$ cat config.mk
export PLATFORM = sky130hd
export DESIGN_NAME = fp_addsub_seq
export DESIGN_NICKNAME = d
export VERILOG_FILES = /design/src/rtl/fp_addsub_seq.sv
export SDC_FILE = /design/constraint.sdc
export NUM_CORES = 1
export LEC_CHECK = 0
export ABC_CLOCK_PERIOD_IN_PS = 9500
export CAP_MARGIN = 10
export CELL_PAD_IN_SITES_DETAIL_PLACEMENT = 0
export CELL_PAD_IN_SITES_GLOBAL_PLACEMENT = 1
export CORE_ASPECT_RATIO = 0.8
export CORE_MARGIN = 8
export CORE_UTILIZATION = 48
export CTS_BUF_LIST = sky130_fd_sc_hd__clkbuf_8
export DETAILED_ROUTE_END_ITERATION = 8
export PLACE_DENSITY = 0.94
export SYNTH_ARGS = -nofsm -noshare
export SYNTH_HDL_FRONTEND = slang
export SYNTH_SLANG_ARGS = --single-unit
export TNS_END_PERCENT = 5
$ cat constraint.sdc
create_clock -name clk -period 9.5 [get_ports clk]
set_input_delay 1.9 -clock clk [delete_from_list [all_inputs] [get_ports clk]]
set_output_delay 1.9 -clock clk [all_outputs]
set_load 0.005 [all_outputs]
$ cat src/rtl/fp_addsub_seq.sv
// fp_addsub_seq: multi-cycle floating-point add/subtract (align, add, iterative normalize, round/pack).
// Optional macro FPU_ROUND_NEAREST_EVEN_EN enables round-to-nearest-even (one extra cycle); default truncates.
module fp_addsub_seq #(
    parameter int EXP_W = 8,
    parameter int MAN_W = 23
) (
    input  logic                   clk,
    input  logic                   reset,
    input  logic                   start,
    input  logic                   op,
    input  logic [EXP_W+MAN_W:0]   data1,
    input  logic [EXP_W+MAN_W:0]   data2,
    output logic                   busy,
    output logic                   done,
    output logic [EXP_W+MAN_W:0]   floatRes,
    output logic                   overflow,
    output logic                   underflow,
    output logic                   invalid
);
    localparam int W     = 1 + EXP_W + MAN_W;
    localparam int SIG_W = MAN_W + 4;               // {hidden, frac, G, R, S}
    localparam int SUM_W = MAN_W + 5;               // plus carry
    localparam int XE_W  = EXP_W + 2;               // signed working exponent
    localparam int SH_W  = $clog2(SIG_W);
    localparam logic [EXP_W-1:0] EXP_ONES = '1;
    localparam logic [EXP_W-1:0] SH_MAX_E = EXP_W'(MAN_W + 3);
    localparam logic signed [XE_W-1:0] XE_ONE = 1;
    localparam logic [W-1:0] QNAN = {1'b0, {EXP_W{1'b1}}, 1'b1, {(MAN_W-1){1'b0}}};

    typedef enum logic [2:0] {S_IDLE, S_ALIGN, S_ADD, S_NORM, S_ROUND, S_PACK, S_DONE} state_t;

    state_t state_q, state_d;
    logic busy_q, busy_d, done_q, done_d;
    logic ovf_q, ovf_d, unf_q, unf_d, inv_q, inv_d;
    logic [W-1:0] res_q, res_d;

    logic [W-1:0] opa_q, opa_d, opb_q, opb_d, spec_res_q, spec_res_d;
    logic spec_q, spec_d, spec_inv_q, spec_inv_d;
    logic sign_q, sign_d, sign_b_q, sign_b_d;
    logic signed [XE_W-1:0] exp_q, exp_d;
    logic [SIG_W-1:0] sig_a_q, sig_a_d, sig_b_q, sig_b_d;
    logic [SUM_W-1:0] sum_q, sum_d;

    logic sa, sb;
    logic [EXP_W-1:0] ea, eb, big_e, sml_e, exp_diff;
    logic [MAN_W-1:0] fa, fb, big_f, sml_f;
    logic a_zero, b_zero, a_inf, b_inf, a_nan, b_nan, swap, big_s, sml_s;
    logic [SH_W-1:0] shamt;
    logic [SIG_W-1:0] sig_small, sig_shr, lost_mask;
    logic sticky_in;
    logic sp_hit, sp_inv;
    logic [W-1:0] sp_res;
    logic [SUM_W-1:0] sum_add, sum_sub, sum_nxt;
    logic [W-1:0] pk_res;
    logic pk_ovf, pk_unf, pk_inv;

    assign {sa, ea, fa} = opa_q;
    assign {sb, eb, fb} = opb_q;
    assign a_zero = (ea == '0);
    assign b_zero = (eb == '0);
    assign a_nan  = (ea == EXP_ONES) && (fa != '0);
    assign b_nan  = (eb == EXP_ONES) && (fb != '0);
    assign a_inf  = (ea == EXP_ONES) && (fa == '0);
    assign b_inf  = (eb == EXP_ONES) && (fb == '0);

    assign swap  = {eb, fb} > {ea, fa};
    assign big_s = swap ? sb : sa;
    assign sml_s = swap ? sa : sb;
    assign big_e = swap ? eb : ea;
    assign sml_e = swap ? ea : eb;
    assign big_f = swap ? fb : fa;
    assign sml_f = swap ? fa : fb;

    // Saturating barrel shift of the smaller operand; shifted-out bits collapse into sticky.
    assign exp_diff  = big_e - sml_e;
    assign shamt     = (exp_diff > SH_MAX_E) ? SH_W'(SH_MAX_E) : SH_W'(exp_diff);
    assign sig_small = {1'b1, sml_f, 3'b000};
    assign sig_shr   = sig_small >> shamt;
    assign lost_mask = ~({SIG_W{1'b1}} << shamt);
    assign sticky_in = |(sig_small & lost_mask);

    always_comb begin
        sp_hit = 1'b1;
        sp_inv = 1'b0;
        sp_res = '0;
        if (a_nan || b_nan) begin
            sp_res = QNAN;
        end else if (a_inf && b_inf) begin
            if (sa != sb) begin
                sp_res = QNAN;
                sp_inv = 1'b1;
            end else begin
                sp_res = opa_q;
            end
        end else if (a_inf) begin
            sp_res = opa_q;
        end else if (b_inf) begin
            sp_res = opb_q;
        end else if (a_zero) begin
            sp_res = b_zero ? {sa & sb, {(W-1){1'b0}}} : opb_q;
        end else if (b_zero) begin
            sp_res = opa_q;
        end else begin
            sp_hit = 1'b0;
        end
    end

    assign sum_add = {1'b0, sig_a_q} + {1'b0, sig_b_q};
    assign sum_sub = {1'b0, sig_a_q} - {1'b0, sig_b_q};
    assign sum_nxt = (sign_q == sign_b_q) ? sum_add : sum_sub;

    always_comb begin
        pk_res = '0;
        pk_ovf = 1'b0;
        pk_unf = 1'b0;
        pk_inv = 1'b0;
        if (spec_q) begin
            pk_res = spec_res_q;
            pk_inv = spec_inv_q;
        end else if (sum_q == '0) begin
            pk_res = '0;
        end else if (!exp_q[XE_W-1] && (exp_q[XE_W-2:0] >= {1'b0, EXP_ONES})) begin
            pk_res = {sign_q, EXP_ONES, {MAN_W{1'b0}}};
            pk_ovf = 1'b1;
        end else if (exp_q[XE_W-1] || (exp_q == '0)) begin
            pk_res = {sign_q, {(W-1){1'b0}}};
            pk_unf = 1'b1;
        end else begin
            pk_res = {sign_q, exp_q[EXP_W-1:0], sum_q[SUM_W-3:3]};
        end
    end

`ifdef FPU_ROUND_NEAREST_EVEN_EN
    logic rnd_up;
    logic [MAN_W+1:0] rnd_sig;
    assign rnd_up  = sum_q[2] & (sum_q[1] | sum_q[0] | sum_q[3]);
    assign rnd_sig = {1'b0, sum_q[SUM_W-2:3]} + {{(MAN_W+1){1'b0}}, rnd_up};
`endif

    always_comb begin
        state_d    = state_q;
        busy_d     = busy_q;
        done_d     = 1'b0;
        res_d      = res_q;
        ovf_d      = ovf_q;
        unf_d      = unf_q;
        inv_d      = inv_q;
        opa_d      = opa_q;
        opb_d      = opb_q;
        spec_d     = spec_q;
        spec_inv_d = spec_inv_q;
        spec_res_d = spec_res_q;
        sign_d     = sign_q;
        sign_b_d   = sign_b_q;
        exp_d      = exp_q;
        sig_a_d    = sig_a_q;
        sig_b_d    = sig_b_q;
        sum_d      = sum_q;
        case (state_q)
            S_IDLE: begin
                if (start) begin
                    opa_d   = data1;
                    opb_d   = {data2[W-1] ^ op, data2[W-2:0]};
                    busy_d  = 1'b1;
                    state_d = S_ALIGN;
                end
            end
            S_ALIGN: begin
                spec_d     = sp_hit;
                spec_inv_d = sp_inv;
                spec_res_d = sp_res;
                sign_d     = big_s;
                sign_b_d   = sml_s;
                exp_d      = {2'b00, big_e};
                sig_a_d    = {1'b1, big_f, 3'b000};
                sig_b_d    = {sig_shr[SIG_W-1:1], sig_shr[0] | sticky_in};
                state_d    = S_ADD;
            end
            S_ADD: begin
                sum_d = sum_nxt;
                if (sum_nxt == '0) sign_d = 1'b0;
                state_d = S_NORM;
            end
            // One bit of normalization per cycle until the hidden bit lands in place.
            S_NORM: begin
                if (spec_q || (sum_q == '0)) begin
                    state_d = S_ROUND;
                end else if (sum_q[SUM_W-1]) begin
                    sum_d   = {1'b0, sum_q[SUM_W-1:2], sum_q[1] | sum_q[0]};
                    exp_d   = exp_q + XE_ONE;
                    state_d = S_ROUND;
                end else if (sum_q[SUM_W-2]) begin
                    state_d = S_ROUND;
                end else begin
                    sum_d = {sum_q[SUM_W-2:0], 1'b0};
                    exp_d = exp_q - XE_ONE;
                end
            end
`ifdef FPU_ROUND_NEAREST_EVEN_EN
            S_ROUND: begin
                if (!spec_q) begin
                    if (rnd_sig[MAN_W+1]) begin
                        sum_d = {1'b0, rnd_sig[MAN_W+1:1], 3'b000};
                        exp_d = exp_q + XE_ONE;
                    end else begin
                        sum_d = {1'b0, rnd_sig[MAN_W:0], 3'b000};
                    end
                end
                state_d = S_PACK;
            end
            S_PACK: begin
                res_d   = pk_res;
                ovf_d   = pk_ovf;
                unf_d   = pk_unf;
                inv_d   = pk_inv;
                done_d  = 1'b1;
                busy_d  = 1'b0;
                state_d = S_DONE;
            end
`else
            S_ROUND: begin
                res_d   = pk_res;
                ovf_d   = pk_ovf;
                unf_d   = pk_unf;
                inv_d   = pk_inv;
                done_d  = 1'b1;
                busy_d  = 1'b0;
                state_d = S_DONE;
            end
`endif
            S_DONE:  state_d = S_IDLE;
            default: state_d = S_IDLE;
        endcase
    end

    always_ff @(posedge clk or posedge reset) begin
        if (reset) begin
            state_q <= S_IDLE;
            busy_q  <= 1'b0;
            done_q  <= 1'b0;
            res_q   <= '0;
            ovf_q   <= 1'b0;
            unf_q   <= 1'b0;
            inv_q   <= 1'b0;
        end else begin
            state_q <= state_d;
            busy_q  <= busy_d;
            done_q  <= done_d;
            res_q   <= res_d;
            ovf_q   <= ovf_d;
            unf_q   <= unf_d;
            inv_q   <= inv_d;
        end
    end

    always_ff @(posedge clk) begin
        opa_q      <= opa_d;
        opb_q      <= opb_d;
        spec_q     <= spec_d;
        spec_inv_q <= spec_inv_d;
        spec_res_q <= spec_res_d;
        sign_q     <= sign_d;
        sign_b_q   <= sign_b_d;
        exp_q      <= exp_d;
        sig_a_q    <= sig_a_d;
        sig_b_q    <= sig_b_d;
        sum_q      <= sum_d;
    end

    assign busy      = busy_q;
    assign done      = done_q;
    assign floatRes  = res_q;
    assign overflow  = ovf_q;
    assign underflow = unf_q;
    assign invalid   = inv_q;
endmodule

# ---- Word-level counts from Yosys, hierarchy flattened
# Cells that the tools add are included.
dict set report word_totals {
  regBits 228
  input_bits 68
  out_inout_bits 37
  elab_cells 130
}
dict set report op_classes {
  add_sub_neg 5
  n_lt_le_gt_ge 3
  n_eq_ne 13
  shifts 2
  n_mux 47
  bitwise 7
  reduce_logical 34
}
# operator n
set op_table {}
lappend op_table {{32-bit 2-to-1 mux} 9}
lappend op_table {{31-bit 2-to-1 mux} 2}
lappend op_table {{28-bit zero test} 2}
lappend op_table {{28-bit 2-to-1 mux} 2}
lappend op_table {{28-bit case mux with 2 select lines} 1}
lappend op_table {{27-bit 2-to-1 mux} 2}
lappend op_table {{23-bit zero test} 2}
lappend op_table {{23-bit 2-to-1 mux} 2}
lappend op_table {{23-bit nonzero test} 2}
lappend op_table {{31-bit > comparator} 1}
lappend op_table {{10-bit 2-to-1 mux} 3}
lappend op_table {{27-bit by 27-bit adder with 28-bit output} 1}
lappend op_table {{27-bit by 27-bit subtractor with 28-bit output} 1}
lappend op_table {{27-bit AND} 1}
lappend op_table {{27-bit inverter} 1}
lappend op_table {{27-bit OR reduction} 1}
lappend op_table {{27-bit by 5-bit left shift with 27-bit output (first input constant)} 1}
lappend op_table {{27-bit by 5-bit >> shifter with 27-bit output} 1}
lappend op_table {{10-bit case mux with 2 select lines} 1}
lappend op_table {{8-bit equality test (second input constant)} 2}
lappend op_table {{8-bit zero test} 2}
lappend op_table {{8-bit 2-to-1 mux} 2}
lappend op_table {{1-bit 2-to-1 mux} 15}
lappend op_table {{3-bit case mux with 5 select lines} 1}
lappend op_table {{30 further kinds} 53}

# ---- Depth between registers and ports, before layout
dict set report logic_depth {
  word_depth 10
  mapped_depth 30
  ltp_nobuf 23
}

# ---- Worst setup path before layout
# OpenSTA, ideal clock, no wires.
dict set report synth_timing {
  path_kind {in2reg}
  start {input start}
  end {register opa_q[0], enable pin}
  setup_time_ps 670
  t_arrival_ps 8466
  required_time_ps 8830
  path_slack_ps 364
  stages 1
  path_buffers 0
  cell_sequence {nor4b_1}
}
dict set report synth_between {
  elab_chain_cells 1
}
# item line
set synth_rtl {}
lappend synth_rtl {{start: declaration} 9} ;# input logic start,
lappend synth_rtl {{2-bit AND reduction (no source line)} n/a}
lappend synth_rtl {{end signal: assignment} 257} ;# opa_q <= opa_d;
lappend synth_rtl {{end: declaration} 37} ;# logic [W-1:0] opa_q, opa_d, opb_q, opb_d, spec_res_q, spec_res_d;
# No other way between the ends.
# A chain may end at the register's enable or synchronous reset.

# ---- Worst setup path after layout
dict set report layout_timing {
  start {register opb_q[23]}
  end {register sig_b_q[0] (data pin)}
}
dict set report layout_between {
  elab_chain_cells 10
  word_cells_on_any_way 13
  cone_classes {add/sub: 1; order compare: 2; shift: 2; mux: 4; bitwise: 3; reduce/logical: 1}
}
# item line
set layout_rtl {}
lappend layout_rtl {{start: declaration} 37}
lappend layout_rtl {{start signal: assignment} 258} ;# opb_q <= opb_d;
lappend layout_rtl {{31-bit > comparator} 66} ;# assign swap = {eb, fb} > {ea, fa};
lappend layout_rtl {{8-bit 2-to-1 mux (on tied branches)} {69, 70}}
lappend layout_rtl {{8-bit subtractor} 75} ;# assign exp_diff = big_e - sml_e;
lappend layout_rtl {{8-bit by 5-bit > comparator with 1-bit output} 76} ;# assign shamt = (exp_diff > SH_MAX_E) ? SH_W'(SH_MAX_E) : SH_W'(exp_diff);
lappend layout_rtl {{5-bit 2-to-1 mux} 76}
lappend layout_rtl {{27-bit by 5-bit left shift with 27-bit output} 79} ;# assign lost_mask = ~({SIG_W{1'b1}} << shamt);
lappend layout_rtl {{27-bit inverter} 79}
lappend layout_rtl {{27-bit AND} 80} ;# assign sticky_in = |(sig_small & lost_mask);
lappend layout_rtl {{27-bit OR reduction} 80}
lappend layout_rtl {{1-bit OR *} 176} ;# sig_b_d = {sig_shr[SIG_W-1:1], sig_shr[0] | sticky_in};
lappend layout_rtl {{end signal: assignment} 266} ;# sig_b_q <= sig_b_d;
lappend layout_rtl {{end: declaration} 41} ;# logic [SIG_W-1:0] sig_a_q, sig_a_d, sig_b_q, sig_b_d;
# Every way passes the cells marked *; elsewhere a longest branch is shown, timed or not.

==> results.ini <==
[status]
outcome=finished, final reports clean

[die]
chipHeight_um=175
dieArea_um2=37700
io_pins=105
die_w_um=215
rows=58
core-area_um2=31400
start_util_pct=48.6

[global_route]
grt_pass1_wl_mm=74.3
grt_overflow=0
use_met3_pct=6.46
use_met2_pct=37.1
met1_usage_pct=35.1
grt_max_degree=67
antenna_found_initial=3
track_usage_pct=24.8
grt_pass1_vias=12800
busiest_layer=met2

[routing]
ant_nets=0
vias_per_cell=6.25
drt_iter0_markers=1690
drtPass1Iterations=7
drt-total-wl_mm=48.4
vias=13400
wl_per_cell_um=22.5
drc=0

[pwr]
p_total_mw=6.03
cellPowerDensity_nw_per_um2=345
swShare_pct=45.5
vdd_drop_max_uv=186
p_clk_share_pct=15.1
sequentialPowerShare_pct=31.6
leakage_nw=6.78
p_comb_share_pct=53.3
power_switching_mw=2.74
p_int_mw=3.29

[clock_tree]
clk_latency_ns=0.56
clock_path_buffers=3
cts_root_buf=clkbuf_8
cts_buffers=38
postCtsSetupBuffers=0
cts.sink_count=228
post_cts_resize_count=0
cts_tree=done
cts.clk_slew.worst_paths_ns=0.07
h-tree-depth=2
ctsHoldBuffers=0

[timing]
worst_slew_pin_slew_ns=1.16
tns_ns=0
fin_skew_ns=0.0196
fin_ws_ns=2.78
rsz0062_at_grt=false
layout_min_cycle_time_ns=6.72
slew_violations=0
setup_viol=0
fmax_mhz=149
fin_crit_sh_pct=70.7
slew_headroom_pct=22.6
hold_viol=0

[final_layout]
fin_area_um2=17500
syn_to_final_growth_pct=14.7
drive_gt1_share_pct=6.60
stdcell_count=2149
final_nets=1857

[synth]
synth_edf_count=188
synth_top_flop_cell=edfxtp_1
yosysUniqueCellTypes=88
yosys-top-cells-area=edfxtp_1 37%, ha_1 7.2%, dfrtp_1 6.6%
synth_common_cells=197 x nor2_1, 188 x edfxtp_1, 150 x nand2_1
ys_seq_area_share_pct=43.6
yosysMostFrequentCell=nor2_1
synth.top_cell.area_share_pct=37.1
syn_avg_cell_area_um2=9.42
syn_inst=1616
syn_area_um2=15200
ys_ff_latch=228
synth_nets=1774
synth_area_leader_cell=edfxtp_1
async_flop_share_pct=17.5
yosys_warnings=0

[placement]
placed_area_um2=16700
dp_hpwl_mm=36.7
gp_congestion=1.02
dp.cells=2079
pre_cts_slack_ns=2.94
place.port_buffers=104

[worst_setup_path]
slowest_stage=ha_1
arrival_ns=7.02
critPathLaunchType=flop
critical_path_buf_inv_count=1
cpLargestDelayFamily=compound AO/OA/AOI/OAI gates
critical_path.cell_chain=ha_1, nand4_1, nor3_4, and4_2, a31oi_4, o21ai_4, mux2i_1, ha_1, nand2_1, nand3_1, a21oi_1, and4_1, a221oi_2, nand3_1, o21ai_1, a32oi_1, a311oi_4, buf_4, mux2i_1, a211o_1, a32oi_1, a41oi_1, or3_1
cpPeakStageDelay_ns=0.70
crit_path_end_kind=flop
path_max_fanout=25
required_ns=9.80
critPathKind=reg -> reg

[min_path]
hp-class=reg -> reg

[run]
drv_cap=0

-- area by class of cell --
type	instances	area, um2
Multi-Input combinational cell	1215	7960
Sequential cell	228	6650
Clock buffer	46	633
Tap cell	420	526
Antenna cell	1	2.50
Timing Repair Buffer	125	1200
Fill cell	2812	13900
Inverter	91	342
Clock inverter	23	156
-- power groups by stage --
stage | clock [mW] | sequential (mW) | combinational [mW]
floorplan | 0 | 1.80 | 2.23
global placement | 0 | 1.90 | 3.11
detailed placement | 0 | 1.91 | 3.14
CTS | 0.918 | 1.89 | 3.16
global route | 0.959 | 1.94 | 3.51
finish | 0.907 | 1.90 | 3.21
-- per-stage QoR --
step                      hold WS [ns]  util, %
after floorplan                  0.452        -
after global placement           0.459     53.2
after detailed placement         0.466     53.2
after CTS                        0.481     55.7
after global routing             0.500     55.7
final                            0.480     55.7
-- routing by layer --
metal	vias to the layer above	wire, um
met2	692	20800
met5	-	23
li1	6242	-
met4	4	1310
met1	6387	20900
met3	109	5340
-- worst paths after layout --
check	start	end	slack (ns)	cells past startpoint
max	opb_q[23]	sig_b_q[0]	2.78	23
min	busy	busy	0.48	1
max reg2reg	opb_q[23]	sig_b_q[0]	2.78	23
min reg2reg	busy	busy	0.48	1
max in group asynchronous	reset	floatRes[13]	7.40	3
min in group asynchronous	reset	busy	1.75	3
-- registers in the layout, summed over array words and instances, names as in the netlist, 3 cells and up --
register	cells
exp_q	10
floatRes	32
opa_q	32
opb_q	32
sig_a_q	23
sig_b_q	27
spec_res_q	32
state_q	3
sum_q	28
-- cell families after synthesis --
group / after synthesis / synth area share [%]
mux: 50 / 3.34
fa+ha+maj: 90 / 7.49
flops: 228 / 43.6
buf+inv: 173 / 4.46
compound gates: 471 / 21.3
xor+xnor: 34 / 1.96
simple gates: 570 / 17.8
-- cells in the final DEF (no fill, tap or decap), drive strengths merged, types with 12 or more instances in the layout --
cell and count:
nand2 152, a21o 22, nor3 35, inv 104
and2 18, nand2b 17, a21oi 122, clkdlybuf4s50 104
dfrtp 40, clkbuf 46, nor4 25, o21ai 87
ha 88, nand4 22, a211oi 28, nand3 26
a31oi 25, mux2i 43, a221o 12, nor3b 26
a221oi 32, o31ai 13, nor2 197, a22oi 29
edfxtp 188, xnor2 23, buf 21
(Power assumes the default switching activity.)
